`src/rtl/cpu_types_pkg.sv`:
```
// Shared CPU types: register index and hazard controller states.
package cpu_types_pkg;

    typedef logic [4:0] regbits_t;

    typedef enum logic [1:0] {
        RUN    = 2'd0,
        DWAIT  = 2'd1,
        HALTED = 2'd2
    } hazard_state_t;

endpackage

```
`src/rtl/sat_counter.sv`:
```
// Up-counter that sticks at all-ones and can be frozen.
module sat_counter #(
    parameter int unsigned W = 16
) (
    input  logic         clk,
    input  logic         rst_n,
    input  logic         inc,
    input  logic         freeze,
    output logic [W-1:0] count
);

    always_ff @(posedge clk or negedge rst_n) begin
        if (!rst_n)
            count <= '0;
        else if (inc && !freeze && (count != '1))
            count <= count + W'(1);
    end

endmodule

```
`src/rtl/hazard_unit.sv`:
```
// Stall/flush controller for the 5-stage pipeline, with saturating
// stall-cycle and branch-flush counters.
module hazard_unit
    import cpu_types_pkg::*;
#(
    parameter int unsigned CNT_W = 16
) (
    input  logic             CLK,
    input  logic             nRST,
    input  regbits_t         ID_rs,
    input  regbits_t         ID_rt,
    input  regbits_t         EX_wsel,
    input  logic             EX_MemRead,
    input  logic             EX_pcsrc,
    input  logic             MEM_dmemREN,
    input  logic             MEM_dmemWEN,
    input  logic             dhit,
    input  logic             ihit,
    input  logic             MEM_halt,
    output logic             PC_en,
    output logic             IFID_en,
    output logic             IDEX_en,
    output logic             EXMEM_en,
    output logic             MEMWB_en,
    output logic             IFID_flush,
    output logic             IDEX_flush,
    output logic             MEMWB_flush,
    output logic             halted,
    output logic [CNT_W-1:0] stall_cycles,
    output logic [CNT_W-1:0] flush_events
);

    hazard_state_t state, next_state;
    logic          dwait;
    logic          load_use;

    always_ff @(posedge CLK or negedge nRST) begin
        if (!nRST)
            state <= RUN;
        else
            state <= next_state;
    end

    always_comb begin
        dwait    = (MEM_dmemREN | MEM_dmemWEN) & ~dhit;
        load_use = EX_MemRead && (EX_wsel != '0) &&
                   ((EX_wsel == ID_rs) || (EX_wsel == ID_rt));

        next_state = state;
        unique case (state)
            RUN: begin
                if (MEM_halt && !dwait)
                    next_state = HALTED;
                else if (dwait)
                    next_state = DWAIT;
            end
            DWAIT: begin
                if (MEM_halt && !dwait)
                    next_state = HALTED;
                else if (dhit)
                    next_state = RUN;
            end
            HALTED: next_state = HALTED;
            default: next_state = RUN;
        endcase

        PC_en       = 1'b1;
        IFID_en     = 1'b1;
        IDEX_en     = 1'b1;
        EXMEM_en    = 1'b1;
        MEMWB_en    = 1'b1;
        IFID_flush  = 1'b0;
        IDEX_flush  = 1'b0;
        MEMWB_flush = 1'b0;

        // Reset and halt both freeze every latch; otherwise the first
        // matching hazard wins, and a pending branch waits out a dwait.
        if (!nRST || (state == HALTED)) begin
            PC_en    = 1'b0;
            IFID_en  = 1'b0;
            IDEX_en  = 1'b0;
            EXMEM_en = 1'b0;
            MEMWB_en = 1'b0;
        end else if (dwait) begin
            PC_en       = 1'b0;
            IFID_en     = 1'b0;
            IDEX_en     = 1'b0;
            EXMEM_en    = 1'b0;
            MEMWB_flush = 1'b1;
        end else if (EX_pcsrc) begin
            IFID_flush = 1'b1;
            IDEX_flush = 1'b1;
        end else if (load_use) begin
            PC_en      = 1'b0;
            IFID_en    = 1'b0;
            IDEX_flush = 1'b1;
        end else if (!ihit) begin
            PC_en      = 1'b0;
            IFID_flush = 1'b1;
        end
    end

    assign halted = (state == HALTED);

    sat_counter #(.W(CNT_W)) u_stall_cnt (
        .clk    (CLK),
        .rst_n  (nRST),
        .inc    (!PC_en),
        .freeze (halted),
        .count  (stall_cycles)
    );

    sat_counter #(.W(CNT_W)) u_flush_cnt (
        .clk    (CLK),
        .rst_n  (nRST),
        .inc    (EX_pcsrc && !dwait),
        .freeze (halted),
        .count  (flush_events)
    );

endmodule

```
`config.mk`:
```
export PLATFORM = sky130hd
export DESIGN_NAME = hazard_unit
export DESIGN_NICKNAME = d
export VERILOG_FILES = /design/src/rtl/cpu_types_pkg.sv /design/src/rtl/sat_counter.sv /design/src/rtl/hazard_unit.sv
export SDC_FILE = /design/constraint.sdc
export NUM_CORES = 1
export LEC_CHECK = 0
export ABC_CLOCK_PERIOD_IN_PS = 2700
export BUFFER_PORTS_ARGS = -buffer_cell sky130_fd_sc_hd__buf_2
export CORE_ASPECT_RATIO = 0.6
export CORE_MARGIN = 5
export CORE_UTILIZATION = 52
export CTS_BUF_LIST = sky130_fd_sc_hd__clkbuf_4
export CTS_CLUSTER_DIAMETER = 80
export DETAILED_ROUTE_END_ITERATION = 8
export PLACE_DENSITY = 0.82
export SLEW_MARGIN = 0
export SYNTH_ARGS = -nofsm -noshare
export SYNTH_HDL_FRONTEND = slang
export SYNTH_HIERARCHICAL = 1
export SYNTH_SLANG_ARGS = --single-unit
```
`constraint.sdc`:
```
create_clock -name CLK -period 2.7 [get_ports CLK]
set_input_delay 0.81 -clock CLK [delete_from_list [all_inputs] [get_ports CLK]]
set_output_delay 0.81 -clock CLK [all_outputs]
set_load 0.05 [all_outputs]
```
### Word-level counts from Yosys, hierarchy flattened

Cells that the tools add are included.

* register bits after elaboration: 34
* output and inout bits: 41
* input bits: 24

* bitwise gates (word level): 3
* eq/ne operators: 8
* add/sub/neg operators: 2
* mux-type cells: 28
* reduce and logical (&&, ||, !) cells: 17

Operator list (number)
* 16-bit by 1-bit adder with 16-bit output (second input constant): 2
* 16-bit inequality test (second input constant): 2
* 1-bit 2-to-1 mux: 23
* 5-bit == test: 2
* 1-bit logical AND: 8
* 2-bit 2-to-1 mux: 4
* 3-bit inequality test (second input constant): 2
* 2-bit case mux with 3 select lines: 1
* 5-bit nonzero test: 1
* 1-bit logical NOT: 4
* 2-bit by 1-bit == test with 1-bit output (second input constant): 1
* 2-bit == test (second input constant): 1
* 2-bit logical NOT: 1
* 1-bit logical OR: 2
* 2-bit AND reduction: 1
* 1-bit AND: 1
* 1-bit NOT: 1
* 1-bit bitwise OR: 1

### Logic depth before layout (Yosys ltp)

* depth after elaboration: 10
* depth in mapped cells: 9

### Hierarchy

Netlist, hierarchy kept.

Modules (own cells, without submodules)
* sat_counter: instances 2, cells an instance 74, area each 845.8 sq um
* hazard_unit: instances 1, cells an instance 43, area each 311.5 sq um

### Least setup slack after synthesis

Ideal clock, no wire load.

* kind: input to output
* start: input MEM_dmemWEN
* end: output IDEX_flush
* setup slack: -1155 ps
* required time: 1890 ps
* stages: 4
* arrival: 3045 ps
* cells stage by stage: nor2_1 > nor2_1 > nor2_1 > a21boi_0

* cells in the longest elaborated chain, start to end: 4

RTL lines
* from (decl): RTL line hazard_unit.sv:16 `input logic MEM_dmemWEN,`
* 1-bit bitwise OR: RTL line hazard_unit.sv:45 `dwait = (MEM_dmemREN | MEM_dmemWEN) & ~dhit;`
* 1-bit AND: RTL line hazard_unit.sv:45
* 1-bit 2-to-1 mux: RTL line hazard_unit.sv:84 `end else if (dwait) begin`
* 1-bit 2-to-1 mux: RTL line hazard_unit.sv:78 `if (!nRST || (state == HALTED)) begin`
* to (decl): RTL line hazard_unit.sv:26 `output logic IDEX_flush,`

No other way between the ends.

### Worst setup path in the final report

* start: input EX_wsel[2]
* end: output IFID_flush

* cells in the longest elaborated chain, start to end: 7
* elaborated cells between the ends (all ways): 10
* those cells by class: eq/ne (2); mux (4); reduce/logical (4)

RTL lines
* from (decl): RTL line hazard_unit.sv:12 `input regbits_t EX_wsel,`
* 5-bit == test / 5-bit nonzero test (equally long branches): RTL line hazard_unit.sv:47, hazard_unit.sv:46
* 1-bit logical OR / 1-bit logical AND (equally long branches): RTL line hazard_unit.sv:47, hazard_unit.sv:46
* 1-bit logical AND *: RTL line hazard_unit.sv:46 `load_use = EX_MemRead && (EX_wsel != '0) &&`
* 1-bit 2-to-1 mux *: RTL line hazard_unit.sv:93 `end else if (load_use) begin`
* 1-bit 2-to-1 mux *: RTL line hazard_unit.sv:90 `end else if (EX_pcsrc) begin`
* 1-bit 2-to-1 mux *: RTL line hazard_unit.sv:84
* 1-bit 2-to-1 mux *: RTL line hazard_unit.sv:78
* to (decl): RTL line hazard_unit.sv:25 `output logic IFID_flush,`

Mark *: on every way between the ends. The rest lies on a longest branch, timed or not.

==> summary.txt <==
Worst setup path
  – CP peak stage delay: 540 ps
  – CP Data Arrival Time: 2100 ps
  – Startpoint Class: input pin
  – Crit Path Class: in2out
  – Required time worst endpoint: 1890 ps
  – Crit. End Element: output pin
  – Crit path buffers/inverters: 2
  – CP delay by family, top: simple AND/OR/NAND/NOR gates
  – Crit path cell chain: buf_6 -> or4_4 -> o21ai_4 -> nor2_2 -> o21ai_2 -> and3_4 -> buf_8
  – Cell at the slowest stage of the critical path: or4_4
  – Reg-to-reg slack, setup: 630 ps
  – Worst-path maximum fanout: 4

Synth
  – Mapped cell area: 2000 um^2
  – Syn_nets: 217
  – Syn Inst Count: 191
  – Syn Area/Cell: 10.5 um^2
  – Yosys reg bits: 34
  – Sequential area share after synthesis: 42.5%
  – Post-synth cell types: 36
  – Yosys warns: 6

Floorplan
  – I/O pins: 65
  – Die span in y: 58.1 um
  – FP Rows: 17
  – Core area: 3700 um^2
  – Initial Util: 54.1%
  – Die X: 90.1 um
  – Full die area: 5230 um^2

Cells and area
  – Ant. Diodes: 0
  – Commonest non-fill, non-tap cell in the layout: buf_2
  – Post-route cell area: 2640 um^2
  – Most frequent cells in the layout: buf_2 (58), dfrtp_1 (34), xor2_1 (28)
  – Layout cells sized above 1: 44.2%
  – Final #Nets: 299
  – Fill count: 300
  – P&R area growth vs syn: 31.5%

STA
  – Final setup margin: -208 ps
  – Setup TNS: -669 ps
  – Period minus WS final: 2910 ps
  – Final Setup Violations: 4
  – Skew final: 10.3 ps
  – Fin crit share: 108%
  – Final hold violations: 0
  – Slew HR: 64.2%
  – Slew at the pin with the worst max-slew slack: 533 ps
  – RSZ-0062 raised after global routing: yes
  – Max-slew violation count: 0
  – Max Freq: 0.344 GHz

Run status
  – Failing checks: negative setup slack
  – Status: complete, but fails checks

Routing
  – Drt first-iter violations: 155
  – Detail Route Antenna Nets: 0
  – Drt first pass iters: 4
  – Total number of vias: 1796
  – DR WL/cell: 16.2 um
  – Post-DR vias/cell: 5.60
  – Routed WL: 5.21 mm
  – DRC Markers: 0

GRT
  – Overall global routing resource usage: 20.7%
  – First-pass GRT wire length: 8.60 mm
  – Vias in the first global route: 1724
  – Pin count of the biggest net entering global routing: 35
  – Initial antenna violation count: 0
  – GR Overflow Total: 0

Worst hold path
  – Worst hold path class: reg2reg

Clock tree
  – # clock sinks: 34
  – Number of CTS-inserted buffers: 5
  – CTS H-tree lvls: 2
  – CTS root buf: clkbuf_4
  – Post-CTS Setup Repair Bufs: 0
  – Clk slew on worst S/H paths: 100 ps
  – CTS tree: done
  – Hold-fix buffers, CTS: 0
  – CTS Buffer Depth: 2
  – Clk_lat worst skew: 350 ps

Placement
  – Pre-CTS setup slack: -349 ps
  – Routability cong.: 0.819
  – Cell Area, Placed: 2490 um^2
  – IO buf count: 64
  – HPWL Detailed: 3.97 mm

Power
  – P_leak: 1.38 nW
  – Switching share of power: 49.7%
  – Pwr/cell area: 773 nW/um^2
  – Clk pwr share: 13.9%
  – Psw: 0.00101 W
  – P_int: 0.00103 W
  – Seq pwr share: 38.4%
  – Peak VDD IR: 0.854 mV
  – Comb power frac: 47.8%

Flow run
  – Max-cap violation count: 0
-- worst paths after layout --
| kind | cells after the start | from | to |
|---|---|---|---|
| max | 7 | EX_wsel[2] | IFID_flush |
| min | 1 | state[1]$_DFFE_PN0P_ | state[0]$_DFFE_PN0P_ |
| max reg2reg | 9 | state[0]$_DFFE_PN0P_ | u_stall_cnt/count[7]$_DFFE_PN0P_ |
| min reg2reg | 1 | state[1]$_DFFE_PN0P_ | state[0]$_DFFE_PN0P_ |
| max in group asynchronous | 2 | nRST | u_flush_cnt/count[10]$_DFFE_PN0P_ |
| min in group asynchronous | 2 | nRST | u_stall_cnt/count[4]$_DFFE_PN0P_ |
-- synth_stat cells, drive strengths merged --
master	number	area [um^2]
a41oi	4	35.0
and2	2	15.0
xor2	28	245
nor2b	4	30.0
nor4	8	80.1
dfrtp	34	851
nor3	17	115
and3	3	21.3
nand2b	3	18.8
or3	4	35.0
ha	2	25.0
nand3	4	20.0
a211oi	1	7.51
o21a	1	7.51
inv	3	11.3
nand2	17	63.8
or4	1	7.51
o21ai	7	42.5
and4b	2	20.0
a21oi	4	20.0
mux2	2	30.0
o21bai	1	7.51
nor2	11	41.3
buf	3	22.5
nand4	16	155
a21boi	1	7.51
nor3b	2	15.0
xnor2	6	52.6
-- state kept, by name, indices dropped and copies added (netlist names) --
signal             count
u_flush_cnt/count     16
u_stall_cnt/count     16
state                  2
-- cells by family (layout without fill, tap and decap cells) --
kind of cell,count (synthesis),in the layout,share of synthesized area [%]
AND/OR/NAND/NOR,94,94,31.9
XOR/XNOR,34,34,14.9
flip-flops,34,34,42.5
AO/OA/AOI/OAI,19,19,6.37
buffers and inverters,6,89,1.69
adder cells (fa/ha/maj),2,2,1.25
multiplexers,2,2,1.50
-- cell type report --
type                       count  area, um^2  share of cell area (%)
inverter                       3        11.3                   0.427
tap                           47        58.8                    2.23
clock buffer                   6        45.0                    1.71
multi-input combinational    151        1190                    45.2
timing repair buffer          78         470                    17.9
sequential                    34         851                    32.3
clock inverter                 2        8.76                   0.332
-- timing repair --
action / 4_1_cts / 5_1_grt
gates cloned: 0 / 0
gates resized for setup: 13 / 7
endpoints found under the setup margin: 4 / 9
pin swaps: 4 / 6
-- per-stage QoR --
step / hold slack (ps) / util (%) / instances / total power (W)
floorplan: 420 / - / 191 / 0.00144
detailed placement: 449 / 67.4 / 313 / 0.00172
global route: 498 / 71.2 / 321 / 0.00215
global placement: 449 / 67.4 / 313 / 0.00170
finish: 465 / 71.2 / 321 / 0.00204
CTS: 465 / 70.2 / 321 / 0.00202
-- routing by layer --
metal  share of wire (%)  GRT usage (%)  wire length (um)  up-vias
li1                    -              -                 -      856
met1                  48           29.9              2480      873
met2                  44           29.8              2310       61
met3                 7.3           7.39               382        6
met4                0.77           4.46                40        0
met5                   0              0                 0        -
-- power groups by stage --
stage                     Sequential [W]  Clock, W  Combinational, W
final                           0.000782  0.000283          0.000974
after detailed placement        0.000779         0          0.000941
after global routing            0.000802  0.000313           0.00103
after CTS                       0.000772  0.000288          0.000958
after global placement          0.000779         0          0.000923
after floorplan                  0.00105         0          0.000389
-- worst register-to-register path, cell delays in order (launching register included) --
cell and delay [ps]:
dfrtp_1 390, nand2b_1 170, nand2_1 180, nor2_4 80, o21a_1 120, nand2_1 90
nor2b_2 220, nand4_4 180, nor3_1 310, xor2_1 230
Note: power is estimated with default switching activity, not from simulation.
